`src/rtl/tc_pkg.sv`:
```
// Shared types and constants for the tc_array timer block.
// Latency: n/a (declarations only).
// Backpressure: n/a.
package tc_pkg;

  typedef enum logic [1:0] {
    IDLE = 2'd0,
    LOAD = 2'd1,
    CNT  = 2'd2,
    INT  = 2'd3
  } tc_state_e;

  localparam logic [1:0] MODE_ONESHOT     = 2'd0;
  localparam logic [1:0] MODE_RELOAD      = 2'd1;
  localparam logic [1:0] MODE_GATED       = 2'd2;
  localparam logic [1:0] MODE_ONESHOT_ALT = 2'd3;

  localparam logic [1:0] OFS_CTRL   = 2'd0;
  localparam logic [1:0] OFS_PRESET = 2'd1;
  localparam logic [1:0] OFS_COUNT  = 2'd2;
  localparam logic [1:0] OFS_STATUS = 2'd3;

  localparam int CTRL_EN      = 0;
  localparam int CTRL_MODE_LO = 1;
  localparam int CTRL_MODE_HI = 2;
  localparam int CTRL_IM      = 3;
  localparam int CTRL_PSC_LO  = 8;
  localparam int CTRL_PSC_HI  = 15;

  // MODE 1 and 2 restart the count after expiry; 0 and 3 stop.
  function automatic logic mode_reloads(input logic [1:0] mode);
    return (mode == MODE_RELOAD) || (mode == MODE_GATED);
  endfunction

endpackage

```
`src/rtl/tc_channel.sv`:
```
// One down-counting timer channel: CTRL/PRESET/COUNT/PEND registers and its FSM.
// Latency: EN write to PEND set = PRESET+2 edges (PRESET=0 counts as 1); read-back is combinational.
// Backpressure: none, register writes are always accepted. Optional prescaler: TC_PRESCALE_EN.
module tc_channel
  import tc_pkg::*;
#(
  parameter int CNT_W = 32
) (
  input  logic        clk,
  input  logic        reset,
  input  logic        wr_ctrl,
  input  logic        wr_preset,
  input  logic        wr_status,
  input  logic [31:0] wdata,
  input  logic        gate,
  input  logic [1:0]  rd_ofs,
  output logic [31:0] rdata,
  output logic        irq
);

  tc_state_e        state, state_nxt;
  logic             en, im, pend;
  logic [1:0]       mode;
  logic [CNT_W-1:0] preset, count;
  logic             en_wr, count_le1, tick_q, tick, reload;
  logic             load_cnt, dec_cnt, set_pend, clr_en;

  // EN as it will be after this edge; lets a fresh enable leave IDLE immediately.
  assign en_wr     = wr_ctrl ? wdata[CTRL_EN] : en;
  assign count_le1 = (count <= CNT_W'(1));
  assign reload    = mode_reloads(mode);
  // Gated mode only advances when the external gate is high.
  assign tick_q    = (mode == MODE_GATED) ? gate : 1'b1;

`ifdef TC_PRESCALE_EN
  logic [7:0] psc, pcnt;
  assign tick = tick_q && (pcnt == psc);
`else
  assign tick = tick_q;
`endif

  // State register.
  always_ff @(posedge clk) begin
    if (!reset) state <= IDLE;
    else        state <= state_nxt;
  end

  // Next-state logic: one transition per edge.
  always_comb begin
    state_nxt = state;
    unique case (state)
      IDLE: if (en_wr) state_nxt = LOAD;
      LOAD: state_nxt = CNT;
      CNT: begin
        if (!en)                    state_nxt = IDLE;
        else if (tick && count_le1) state_nxt = INT;
      end
      INT:  state_nxt = reload ? LOAD : IDLE;
      default: state_nxt = IDLE;
    endcase
  end

  // Datapath strobes decoded from the current state.
  always_comb begin
    load_cnt = (state == LOAD);
    dec_cnt  = (state == CNT) && en && tick;
    set_pend = (state == INT);
    clr_en   = (state == INT) && !reload;
  end

  // Register file and counter; PEND set beats any same-cycle clear, written EN beats auto-clear.
  always_ff @(posedge clk) begin
    if (!reset) begin
      en     <= 1'b0;
      mode   <= MODE_ONESHOT;
      im     <= 1'b0;
      preset <= '0;
      count  <= '0;
      pend   <= 1'b0;
    end else begin
      if (wr_ctrl) begin
        en   <= wdata[CTRL_EN];
        mode <= wdata[CTRL_MODE_HI:CTRL_MODE_LO];
        im   <= wdata[CTRL_IM];
      end else if (clr_en) begin
        en <= 1'b0;
      end
      if (wr_preset) preset <= wdata[CNT_W-1:0];
      if (load_cnt)     count <= preset;
      else if (dec_cnt) count <= count_le1 ? '0 : count - CNT_W'(1);
      if (set_pend)                                       pend <= 1'b1;
      else if (wr_ctrl || (wr_status && wdata[0]))        pend <= 1'b0;
    end
  end

`ifdef TC_PRESCALE_EN
  // Prescaler: one tick per PSC+1 qualifying cycles, restarted whenever the channel reloads or idles.
  always_ff @(posedge clk) begin
    if (!reset) begin
      psc  <= '0;
      pcnt <= '0;
    end else begin
      if (wr_ctrl) psc <= wdata[CTRL_PSC_HI:CTRL_PSC_LO];
      if (state == IDLE || state == LOAD) pcnt <= '0;
      else if (state == CNT && en && tick_q) pcnt <= (pcnt == psc) ? '0 : pcnt + 8'd1;
    end
  end
`endif

  // Read-back mux, unused bits zero.
  always_comb begin
    rdata = '0;
    unique case (rd_ofs)
      OFS_CTRL: begin
        rdata[CTRL_EN]                   = en;
        rdata[CTRL_MODE_HI:CTRL_MODE_LO] = mode;
        rdata[CTRL_IM]                   = im;
`ifdef TC_PRESCALE_EN
        rdata[CTRL_PSC_HI:CTRL_PSC_LO]   = psc;
`endif
      end
      OFS_PRESET: rdata[CNT_W-1:0] = preset;
      OFS_COUNT:  rdata[CNT_W-1:0] = count;
      OFS_STATUS: rdata[0]         = pend;
      default:    rdata            = '0;
    endcase
  end

  assign irq = pend & im;

endmodule

```
`src/rtl/tc_array.sv`:
```
// NCH-channel down-counting timer array behind one word-addressed register port, with irq summary.
// Latency: combinational read data; channel timing as in tc_channel.
// Backpressure: none, writes always accepted. Optional prescaler: TC_PRESCALE_EN.
module tc_array
  import tc_pkg::*;
#(
  parameter int NCH    = 2,
  parameter int CNT_W  = 32,
  parameter int ADDR_W = 6
) (
  input  logic              clk,
  input  logic              reset,
  input  logic [ADDR_W-1:0] addr,
  input  logic              we,
  input  logic [31:0]       wdata,
  output logic [31:0]       rdata,
  input  logic [NCH-1:0]    gate,
  output logic [NCH-1:0]    irq,
  output logic              irq_any
);

  localparam int SUM_WORD = NCH * 4;

  logic [ADDR_W-3:0] ch_field;
  logic [1:0]        ofs;
  logic [NCH-1:0]    hit;
  logic [31:0]       ch_rdata [NCH];

  assign ch_field = addr[ADDR_W-1:2];
  assign ofs      = addr[1:0];

  for (genvar c = 0; c < NCH; c++) begin : g_ch
    assign hit[c] = (ch_field == (ADDR_W-2)'(c));

    tc_channel #(
      .CNT_W (CNT_W)
    ) u_ch (
      .clk       (clk),
      .reset     (reset),
      .wr_ctrl   (we && hit[c] && (ofs == OFS_CTRL)),
      .wr_preset (we && hit[c] && (ofs == OFS_PRESET)),
      .wr_status (we && hit[c] && (ofs == OFS_STATUS)),
      .wdata     (wdata),
      .gate      (gate[c]),
      .rd_ofs    (ofs),
      .rdata     (ch_rdata[c]),
      .irq       (irq[c])
    );
  end

  // Read mux: selected channel word, the summary word, or zero for unmapped addresses.
  always_comb begin
    rdata = '0;
    for (int c = 0; c < NCH; c++) begin
      if (hit[c]) rdata = ch_rdata[c];
    end
    if (addr == ADDR_W'(SUM_WORD)) rdata[NCH-1:0] = irq;
  end

  assign irq_any = |irq;

endmodule

```
`config.mk`:
```
export PLATFORM = sky130hd
export DESIGN_NAME = tc_array
export DESIGN_NICKNAME = d
export VERILOG_FILES = /design/src/rtl/tc_pkg.sv /design/src/rtl/tc_channel.sv /design/src/rtl/tc_array.sv
export SDC_FILE = /design/constraint.sdc
export NUM_CORES = 1
export LEC_CHECK = 0
export CORE_ASPECT_RATIO = 1.5
export CORE_MARGIN = 4
export CORE_UTILIZATION = 52
export CTS_CLUSTER_SIZE = 24
export DETAILED_ROUTE_END_ITERATION = 7
export GPL_ROUTABILITY_DRIVEN = 0
export GPL_TIMING_DRIVEN = 0
export MAX_ROUTING_LAYER = met4
export PLACE_DENSITY = 0.76
export SLEW_MARGIN = 20
export SYNTH_ARGS = -nofsm -noshare
export SYNTH_HDL_FRONTEND = slang
export SYNTH_SLANG_ARGS = --single-unit
export TNS_END_PERCENT = 20
```
`constraint.sdc`:
```
create_clock -name clk -period 2.6 [get_ports clk]
set_input_delay 0.52 -clock clk [delete_from_list [all_inputs] [get_ports clk]]
set_output_delay 0.52 -clock clk [all_outputs]
set_load 0.01 [all_outputs]
```
==> reports/results.env, run 1 <==
POWER.DENSITY_mW_PER_MM2=515
CP_MAX_FO=10
SYNTH_TOP_AREA_CELL='dfxtp_1'
POST-SYNTH-TOP-COUNT-CELL='nand2_1'
FP.DIEH_UM=161
POWER.SHARE.SEQUENTIAL=0.407
CLOCK_TREE.BUFFER_DEPTH=2
SYNTH-WARNING-COUNT=0
INITIAL_CORE_UTIL=0.533
SYNTHTOLAYOUTAREAGROWTH_PCT=30.0
CTS_HOLD_BUF=0
WORSTHOLDPATHTYPE='reg -> reg'
ANT_NETS=0
SLEW_HEADROOM=0.388
CTS_TREE='built'
SETUP-VIOLATIONS-FINAL=4
FIN_CELLS=1411
PLACED_CELLS_INCL_TAPS=1356
GRT_MAX_DEGREE=17
GRT_PASS1_VIAS=8682
DETAILED_ROUTE_WIRE_LENGTH_UM=31900
ANTENNA_CELLS=0
SETUP_SLACK_PS=-34.8
SYNTH.NET_COUNT=1137
ROUTE.DETAILED.DRC=0
PLACEMENT.IO_BUFFERS=75
TIMING.FINAL.HOLD_VIOLATIONS=0
CORE.ROWCOUNT=55
DIE_X_UM=110
SYNTH.CELL_AREA_MM2=0.00807
CLKTRANSATPATHREGS_PS=60
GRT_ANTENNA_BEFORE_REPAIR=0
DIEAREA_MM2=0.0176
CTS_MADE_BUFFERS=17
CLOCK_TREE.ROOT_CELL='clkbuf_16'
VIOLATIONS='negative setup slack'
REPORT.FINAL.SLEW_VIOL_COUNT=0
POWER.SWITCHING_W=0.00139
AVGSYNTHCELLAREA_UM2=7.45
GRTUSAGETOTAL=0.366
SYNTH.LIB_CELLS_USED.DISTINCT=67
CORE_AREA_MM2=0.0151
POWER.SHARE.COMBINATIONAL=0.126
DPL.HPWL_UM=22700
SYNTHARSTFLOPSHARE=0
HOLD-WORST-SLACK_PS=473
NUMBER_OF_FLOPS_MAPPED_TO_ENABLE_CELLS_BY_YOSYS=0
RESULT_OF_THE_RUN='complete, but fails checks'
DOMINANT_SYNTHESIZED_FLOP_CELL='dfxtp_1'
SETUP.WORST_PATH.END_CLASS='output pin'
TOTAL_LEAKAGE_POWER_nW=3.79
GRT_PASS1_WL_UM=48100
INITIALDRTVIOLATIONCOUNT=1240
CP.ARRIVAL_PS=2110
DETAILROUTE.VIA_COUNT=9472
P_CLK_FRAC=0.467
OVERFLOW=0
REQUIRED_PS=2080
TIMING_WORST_SLEW_PIN_VALUE_PS=919
VIASPERCELL=6.71
WORST-SETUP-PATH-TYPE='in -> out'
NETLIST.AREA_LEADER.SHARE=0.352
WORSTSETUPSTARTPOINTTYPE='input port'
WORST_SUPPLY_VOLTAGE_DROP_ON_VDD_mV=0.369
NUMCLOCKSINKS=142
YOSYS_REGISTER_BITS=142
CLOCK_TREE.HTREE_LEVEL_COUNT=4
PLACE_WS_PS=-1350
DESIGN.PORTCOUNT=78
TRITONROUTE_PASS_1_ITERS=7
SYNTH.CELLS.MOST_FREQUENT='187 x nand2_1, 142 x dfxtp_1, 109 x a21oi_1'
POST_SYNTH_MAIN_AREA_CONTRIBUTORS='dfxtp_1 35%, nand2_1 8.7%, a21oi_1 6.8%'
FRACTION_OF_LAYOUT_INSTANCES_USING_A_DRIVE_STRENGTH_ABOVE_1=0.176
CLOCK_INSERTION_DELAY_WORST_SKEW_PS=440
SYNTH_SEQUENTIAL_AREA_RATIO=0.352
POWER.SHARE.SWITCHING=0.257
WL_PER_CELL_UM=22.6
SETUP_REPAIR_AFTER_GLOBAL_ROUTING_MISSED_ITS_MARGIN='true'
SYNTHCELLS=1082
FIN_SKEW_PS=5.69
LAYOUT.NETS=1255
FINAL.PERIOD_UTILIZATION=1.01
TIMING.MAX_CAP.VIOLATIONS=0
TIMING.FMAX_MHz=380
INTERNAL_POWER_W=0.00401
MIN_PERIOD_PS=2630
-- cell families (layout without fill, tap and decap cells) --
family,count (synthesis),count (layout),synth area share
compound gates,343,343,0.269
xor+xnor,2,2,0.00217
fa+ha+maj,12,12,0.0186
buf+inv,105,235,0.0512
flops,142,142,0.352
mux,16,16,0.0220
simple gates,462,462,0.284
-- sequential cells by signal (all words and copies together) (netlist names) --
name	count
g_ch.u_ch.pend	2
g_ch.u_ch.im	2
g_ch.u_ch.mode	4
g_ch.u_ch.en	2
g_ch.u_ch.count	64
g_ch.u_ch.preset	64
g_ch.u_ch.state	4
-- through the flow --
step,instance area [µm²],TNS [ps],util,total power (W)
final,10500,-43.5,0.692,0.00540
after global routing,10500,-749,0.692,0.00552
after CTS,10100,-316,0.666,0.00528
after detailed placement,9100,-84180,0.601,0.00275
after global placement,9100,-81860,0.601,0.00275
after floorplan,8100,-17.8,-,0.00254
-- power groups by stage --
stage / clock [W] / combinational (W) / sequential, W
floorplan: 0 / 0.000293 / 0.00224
global placement: 0 / 0.000501 / 0.00225
detailed placement: 0 / 0.000505 / 0.00225
CTS: 0.00251 / 0.000571 / 0.00220
global route: 0.00261 / 0.000705 / 0.00220
finish: 0.00252 / 0.000681 / 0.00220
-- routing by layer --
metal,track usage,routed length [µm],vias to the layer above
li1,-,-,4222
met1,0.432,11400,4381
met4,0.217,2500,0
met3,0.0611,2990,202
met2,0.578,15000,667
met5,-,0,-
-- cells in the final DEF (no fill, tap or decap), drive strengths merged, types with 7 or more instances in the layout --
cell	count
a21oi	109
inv	14
or2	7
ha	12
nand4	11
a22oi	60
o22ai	34
nand3	27
a31oi	25
nor3	23
nor4	12
o21ai	52
nand2	187
clkdlybuf4s50	37
dfxtp	142
clkbuf	91
buf	49
or3	17
and3	13
or4	29
a222oi	9
dlygate4sd2	27
nand2b	7
mux2i	11
and2	35
nor2	72
-- timing repair --
| item | 4_1_cts | 5_1_grt |
|---|---|---|
| hold endpoints to repair | 0 | 0 |
| pin swaps | 14 | 29 |
| endpoints found under the setup margin | 105 | 73 |
| resized for setup | 159 | 69 |
| setup buffers | 6 | 26 |
| gates cloned | 1 | 1 |
-- critical path: stages --
cell	delay, ps
buf_4	120
inv_2	70
ha_4	180
buf_6	150
clkbuf_16	170
a222oi_1	430
o22a_1	200
nor2_1	40
clkdlybuf4s15_1	240
-- path summary, 6_finish.rpt --
check / startpoint / to / slack [ps] / cells after the start
min: g_ch[0].u_ch.preset[13]$_SDFFE_PN0P_ / g_ch[0].u_ch.preset[13]$_SDFFE_PN0P_ / 470 / 2
max: addr[0] / rdata[2] / -30 / 9
min reg2reg: g_ch[0].u_ch.preset[13]$_SDFFE_PN0P_ / g_ch[0].u_ch.preset[13]$_SDFFE_PN0P_ / 470 / 2
max reg2reg: g_ch[1].u_ch.count[22]$_SDFFE_PN0P_ / g_ch[1].u_ch.count[30]$_SDFFE_PN0P_ / 0 / 7
-- area by class of cell --
cell class / count / area, µm²
fill: 1252 / 4660
timing repair buffer: 109 / 978
clock inverter: 10 / 139
clock buffer: 21 / 460
buffer: 80 / 490
multi-input combinational: 835 / 5240
tap: 199 / 249
sequential: 142 / 2870
inverter: 15 / 56.3
(Power assumes the default switching activity.)
==> run 2: changes to the inputs <==
--- a/config.mk
+++ b/config.mk
@@ -5,17 +5,18 @@
 export SDC_FILE = /design/constraint.sdc
 export NUM_CORES = 1
 export LEC_CHECK = 0
+export ABC_AREA = 1
 export CORE_ASPECT_RATIO = 1.5
 export CORE_MARGIN = 4
-export CORE_UTILIZATION = 52
+export CORE_UTILIZATION = 53
 export CTS_CLUSTER_SIZE = 24
 export DETAILED_ROUTE_END_ITERATION = 7
 export GPL_ROUTABILITY_DRIVEN = 0
 export GPL_TIMING_DRIVEN = 0
 export MAX_ROUTING_LAYER = met4
-export PLACE_DENSITY = 0.76
+export PLACE_DENSITY = 0.85
 export SLEW_MARGIN = 20
 export SYNTH_ARGS = -nofsm -noshare
 export SYNTH_HDL_FRONTEND = slang
 export SYNTH_SLANG_ARGS = --single-unit
-export TNS_END_PERCENT = 20
+export TNS_END_PERCENT = 50
==> reports/results.env, run 2 <==
CP_MAX_FO=10  # unchanged
TIMING.FMAX_MHz=380  # about the same
ROUTE.DETAILED.DRC=0  # unchanged
SYNTHTOLAYOUTAREAGROWTH_PCT=20.7
SYNTHCELLS=1342  # +24%
TIMING.SETUP.TNS_PS=-67.8  # -24.4 ps
AVGSYNTHCELLAREA_UM2=6.62  # -11%
NETLIST.AREA_LEADER.SHARE=0.320  # -0.0326
TRITONROUTE_PASS_1_ITERS=6  # -1
MULTI_INPUT_COMB_AREA_MM2=0.00522  # -0.45%
POST_SYNTH_MAIN_AREA_CONTRIBUTORS='dfxtp_1 32%, a21oi_1 9.7%, o21ai_0 9.2%'
FRACTION_OF_LAYOUT_INSTANCES_USING_A_DRIVE_STRENGTH_ABOVE_1=0.154  # -0.0217
SETUP-VIOLATIONS-FINAL=3  # -1
WORST-SETUP-PATH-TYPE='in -> out'
DIEAREA_MM2=0.0189  # +7.6%
FP.DIEH_UM=167  # +3.8%
ANT_NETS=0  # unchanged
POST-SYNTH-TOP-COUNT-CELL='nand2_1'
FILLER_CELL_COUNT=1358  # +8.5%
CLKTRANSATPATHREGS_PS=60  # about the same
DOMINANT_SYNTHESIZED_FLOP_CELL='dfxtp_1'
PLACEMENT.IO_BUFFERS=76  # +1.3%
GRTUSAGETOTAL=0.350  # -0.0164
WORSTHOLDPATHTYPE='reg -> reg'
SETUP_SLACK_PS=-33.4  # +1.40 ps
REQUIRED_PS=2080  # about the same
RESULT_OF_THE_RUN='complete, but fails checks'
REPORT.FINAL.SLEW_VIOL_COUNT=0  # unchanged
REPORT.POWER.TOTAL_W=0.00679  # +26%
POWER.SHARE.SEQUENTIAL=0.331  # -0.076
DIE_X_UM=114  # +3.7%
VIOLATIONS='negative setup slack'
AREA_OF_ALL_PLACED_CELLS_WITHOUT_FILLERS_MM2=0.0107  # +2.3%
SYNTH.LIB_CELLS_USED.DISTINCT=40  # -40%
CORE.ROWCOUNT=57  # +3.6%
AREA_USED_BY_SEQUENTIAL_LOGIC_IN_THE_LAYOUT_MM2=0.00284  # -0.96%
TIMING.MAX_CAP.VIOLATIONS=0  # unchanged
TIMING_WORST_SLEW_PIN_VALUE_PS=681  # -238 ps
CLOCK_TREE.ROOT_CELL='clkbuf_16'
GRT_PASS1_VIAS=10000  # +15%
POWER.SHARE.SWITCHING=0.339  # +0.0822
LAYOUT_COMMONEST_CELL='nand2_1'
SYNTHARSTFLOPSHARE=0  # unchanged
NUMBER_OF_FLOPS_MAPPED_TO_ENABLE_CELLS_BY_YOSYS=0  # unchanged
PLACEMENT.CELL_AREA_MM2=0.00991  # +8.8%
SYNTH_SEQUENTIAL_AREA_RATIO=0.320  # -0.0326
LAYOUT.CELLS.MOST_COMMON_LIST='180 x nand2_1, 170 x a21oi_1, 166 x nor2_1'
LAYOUT.NETS=1496  # +19%
NUMCLOCKSINKS=142  # unchanged
OVERFLOW=0  # unchanged
MIN_PERIOD_PS=2630  # -1.40 ps
SYNTH.NET_COUNT=1397  # +23%
SYNTH-WARNING-COUNT=0  # unchanged
DETAILROUTE.VIA_COUNT=10200  # +7.4%
YOSYS_REGISTER_BITS=142  # unchanged
INITIAL_CORE_UTIL=0.544  # +0.0114
SETUP.WORST_PATH.END_CLASS='output pin'
CP.ARRIVAL_PS=2110  # about the same
SYNTH_TOP_AREA_CELL='dfxtp_1'
SLEW_HEADROOM=0.546  # +0.159
DPL.HPWL_UM=24600  # +8.4%
FIN_SKEW_PS=8.28  # +2.59 ps
ANTENNA_CELLS=0  # unchanged
GRT_PASS1_WL_UM=51000  # +6.1%
CLOCK_TREE.HTREE_LEVEL_COUNT=4  # unchanged
WORST_SUPPLY_VOLTAGE_DROP_ON_VDD_mV=0.483  # +31%
CTS_MADE_BUFFERS=17  # unchanged
SETUP_REPAIR_AFTER_GLOBAL_ROUTING_MISSED_ITS_MARGIN='true'
VIASPERCELL=6.13  # -8.7%
POWER.SHARE.COMBINATIONAL=0.278  # +0.152
DETAILED_ROUTE_WIRE_LENGTH_UM=33100  # +3.8%
GRT_MAX_DEGREE=17  # unchanged
INITIALDRTVIOLATIONCOUNT=1199  # -3.3%
POWER.DENSITY_mW_PER_MM2=634  # +23%
WORSTSETUPSTARTPOINTTYPE='input port'
TOTAL_LEAKAGE_POWER_nW=4.42  # +17%
CLOCK_TREE.BUFFER_DEPTH=2  # unchanged
INTERNAL_POWER_W=0.00449  # +12%
P_CLK_FRAC=0.391  # -0.076
FINAL.PERIOD_UTILIZATION=1.01  # about the same
WL_PER_CELL_UM=19.9  # -12%
CORE_AREA_MM2=0.0163  # +7.9%
POWER.SWITCHING_W=0.00231  # +66%
DESIGN.PORTCOUNT=78  # unchanged
SYNTH.CELLS.MOST_FREQUENT='180 x nand2_1, 174 x nor2_1, 172 x a21oi_1'
CTS_HOLD_BUF=0  # unchanged
LARGESTREGISTERS='g_ch.u_ch.count (64), g_ch.u_ch.preset (64)'
TIMING.FINAL.HOLD_VIOLATIONS=0  # unchanged
CLOCK_INSERTION_DELAY_WORST_SKEW_PS=430  # about the same
SYNTH.CELL_AREA_MM2=0.00889  # +10%
GRT_ANTENNA_BEFORE_REPAIR=0  # unchanged
CTS_TREE='built'
==> run 2: power groups by stage <==
| stage | Sequential (W) | Clock (W) | Combinational [W] |
|---|---|---|---|
| finish | 0.00225 | 0.00265 | 0.00189 |
| floorplan | 0.00228 | 0 | 0.00130 |
| CTS | 0.00225 | 0.00264 | 0.00182 |
| global route | 0.00225 | 0.00275 | 0.00205 |
| global placement | 0.00229 | 0 | 0.00175 |
| detailed placement | 0.00229 | 0 | 0.00178 |
==> run 2: metrics by stage <==
stage	hold slack (ps)	instances	util	worst slack (ps)
2_1_floorplan	439	1342	-	453
3_3_place_gp	455	1624	0.607	-982
3_5_place_dp	460	1624	0.607	-1040
4_1_cts	472	1659	0.654	-67.4
5_1_grt	498	1660	0.657	-63.9
6_report	474	1660	0.657	-33.4
==> run 2: logic make-up (layout without fill, tap and decap cells) <==
group,Yosys count,in the layout,synth area share
buffers and inverters,231,343,0.107
adders and majority gates,12,12,0.0169
xor gates and xnor gates,21,21,0.0224
and+or+nand+nor,487,487,0.251
AOI/OAI and AO/OA,449,449,0.282
DFF,142,142,0.320
==> run 2: what timing repair did <==
action / in CTS / in global routing
resized for setup: 130 / 70
endpoints found under the hold margin: 0 / 0
cloned: 1 / 0
buffers inserted: 2 / 1
pin swaps: 11 / 11
setup endpoints to repair: 32 / 31
==> run 2: final timing paths <==
check	start	to	slack (ps)	cells after the start
setup / recovery	addr[3]	rdata[8]	-30	8
hold / removal	g_ch[1].u_ch.preset[19]$_SDFFE_PN0P_	g_ch[1].u_ch.preset[19]$_SDFFE_PN0P_	470	2
setup reg to reg	g_ch[1].u_ch.count[0]$_SDFFE_PN0P_	g_ch[1].u_ch.count[24]$_SDFFE_PN0P_	610	8
hold reg to reg	g_ch[1].u_ch.preset[19]$_SDFFE_PN0P_	g_ch[1].u_ch.preset[19]$_SDFFE_PN0P_	470	2
==> run 2: metal layers <==
metal | global-route usage | vias up | routed length [µm]
met5 | - | - | 0
met4 | 0.269 | 0 | 3170
met3 | 0.0595 | 253 | 2820
met2 | 0.573 | 689 | 15900
li1 | - | 4698 | -
met1 | 0.369 | 4534 | 11200
==> run 2: cell type report <==
cell class / instances / area share
multi-input cells: 969 / 0.486
clock buffers: 19 / 0.0413
flip-flops and latches: 142 / 0.265
repair buffers: 80 / 0.0644
clock inverters: 13 / 0.0175
inverters: 158 / 0.0565
well taps: 206 / 0.0240
plain buffers: 73 / 0.0450
==> run 2: worst max-delay path: stages <==
cell and delay, ps:
clkdlybuf4s50_1 450, inv_1 180, nand3_4 140, inv_4 110, buf_6 150, a22oi_1 100
nor2_1 250, buf_2 190
==> patch (settings of run 1) <==
Set the parameter `ADDR_W` to 5 (it was 6).
--- a/src/rtl/tc_array.sv
+++ b/src/rtl/tc_array.sv
@@ -6,7 +6,7 @@
 #(
   parameter int NCH    = 2,
   parameter int CNT_W  = 32,
-  parameter int ADDR_W = 6
+  parameter int ADDR_W = 5
 ) (
   input  logic              clk,
   input  logic              reset,
Interface: changed (resized addr); port bits go from 78 to 77. The function was not compared with the original's and may differ.
==> patch against run 1 <==
The run still ends with negative setup slack left; final area is 3.4% lower; wire length is 0.62% lower; sequential share of layout area is 0.71 points higher; clock power is 11% higher; register-to-register slack worse by 0.09 ns; die area is 1.1% lower; synthesized area is 1.1% lower; power is 5.0% higher; worst setup slack worse by 0.060 ns; sequential cell count stayed put; non-clock buffer count is 15 lower; critical path type unchanged; critical endpoint is now rdata[0]; highest routed layer unchanged.
==> patch: results (changes against run 1) <==
first-pass GRT wire length 47800 um (-0.59%); status complete, but fails checks; placed wire-length estimate 23000 um (+1.3%); clock skew 0.00602 ns (+0.000327 ns); DR vias/cell 6.63 (-1.3%); drt wl/cell 22.7 um (+0.67%); Final clock-cell share 0.0664 (+0.00921); layout cells sized above 1 0.132 (-0.0434); # fillers 1258 (+0.48%); DR iter-0 viols 944 (-24%); Setup TNS -0.399 ns (-0.355 ns); port buffer count 76 (+1.3%); Setup WS post-layout -0.0944 ns (-0.0596 ns); vias in the first global route 8737 (+0.63%); fin cells 1393 (-1.3%); Leak 3.62 nW (-4.5%); Nets 1235 (-1.6%); non-clk buf share 0.130 (-0.00995); placed cell count 1347 (-0.66%); crit-path max cell delay 0.38 ns (-0.05 ns); Worst Path Arrival 2.17 ns (+0.06 ns); Seq/total area 0.281 (+0.00706); DP Worst Slack -1.30 ns (+0.0500 ns); Synth cell types 62 (-7.5%); Synth Instances 1072 (-0.92%); final setup vio count 10 (+6); fraction of area in multi-input gates 0.492 (-0.00811); violated checks negative setup slack; Slew @ Worst Pin 0.948 ns (+0.0290 ns); All-Layer GR Usage 0.367 (+0.000926)
[patch: through the flow]
step | hold slack [ns] | instance area (sq um)
final | 0.475 | 10100
after global routing | 0.487 | 10100
after CTS | 0.476 | 10000
after global placement | 0.462 | 8980
after floorplan | 0.445 | 7970
after detailed placement | 0.464 | 8980
[patch: routing by layer]
| metal | global-route usage | share of wire | up-vias |
|---|---|---|---|
| met4 | 0.251 | 0.082 | 0 |
| met1 | 0.417 | 0.35 | 4187 |
| met3 | 0.0603 | 0.091 | 204 |
| met5 | - | 0 | - |
| li1 | - | - | 4191 |
| met2 | 0.581 | 0.47 | 650 |
[patch: cells by family (layout without fill, tap and decap cells)]
kind of cell / count (synthesis) / in the layout / share of synthesized area
AOI/OAI and AO/OA: 369 / 370 / 0.300
xor gates and xnor gates: 5 / 5 / 0.00549
adders and majority gates: 12 / 12 / 0.0188
buffers and inverters: 102 / 223 / 0.0505
DFF: 142 / 142 / 0.357
muxes: 2 / 2 / 0.00267
and+or+nand+nor: 440 / 440 / 0.266
[patch: power breakdown]
part | total [mW] | internal (mW) | switching [mW]
Clock | 2.80 | 1.85 | 0.956
Sequential | 2.22 | 2.19 | 0.0241
Combinational | 0.650 | 0.238 | 0.412
Total | 5.67 | 4.28 | 1.39
[patch: worst paths after layout]
path	start	to
worst min register to register	g_ch[0].u_ch.preset[24]	g_ch[0].u_ch.preset[24]
worst max-delay path	addr[1]	rdata[0]
worst min-delay path	g_ch[0].u_ch.preset[24]	g_ch[0].u_ch.preset[24]
worst max register to register	g_ch[0].u_ch.state[0]	g_ch[0].u_ch.count[19]
[patch: worst max-delay path: cells and delay by family]
kind,cells,cell delay [ns]
AO/OA/AOI/OAI,4,0.81
buffers and inverters,4,0.67
adder cells (fa/ha/maj),1,0.17
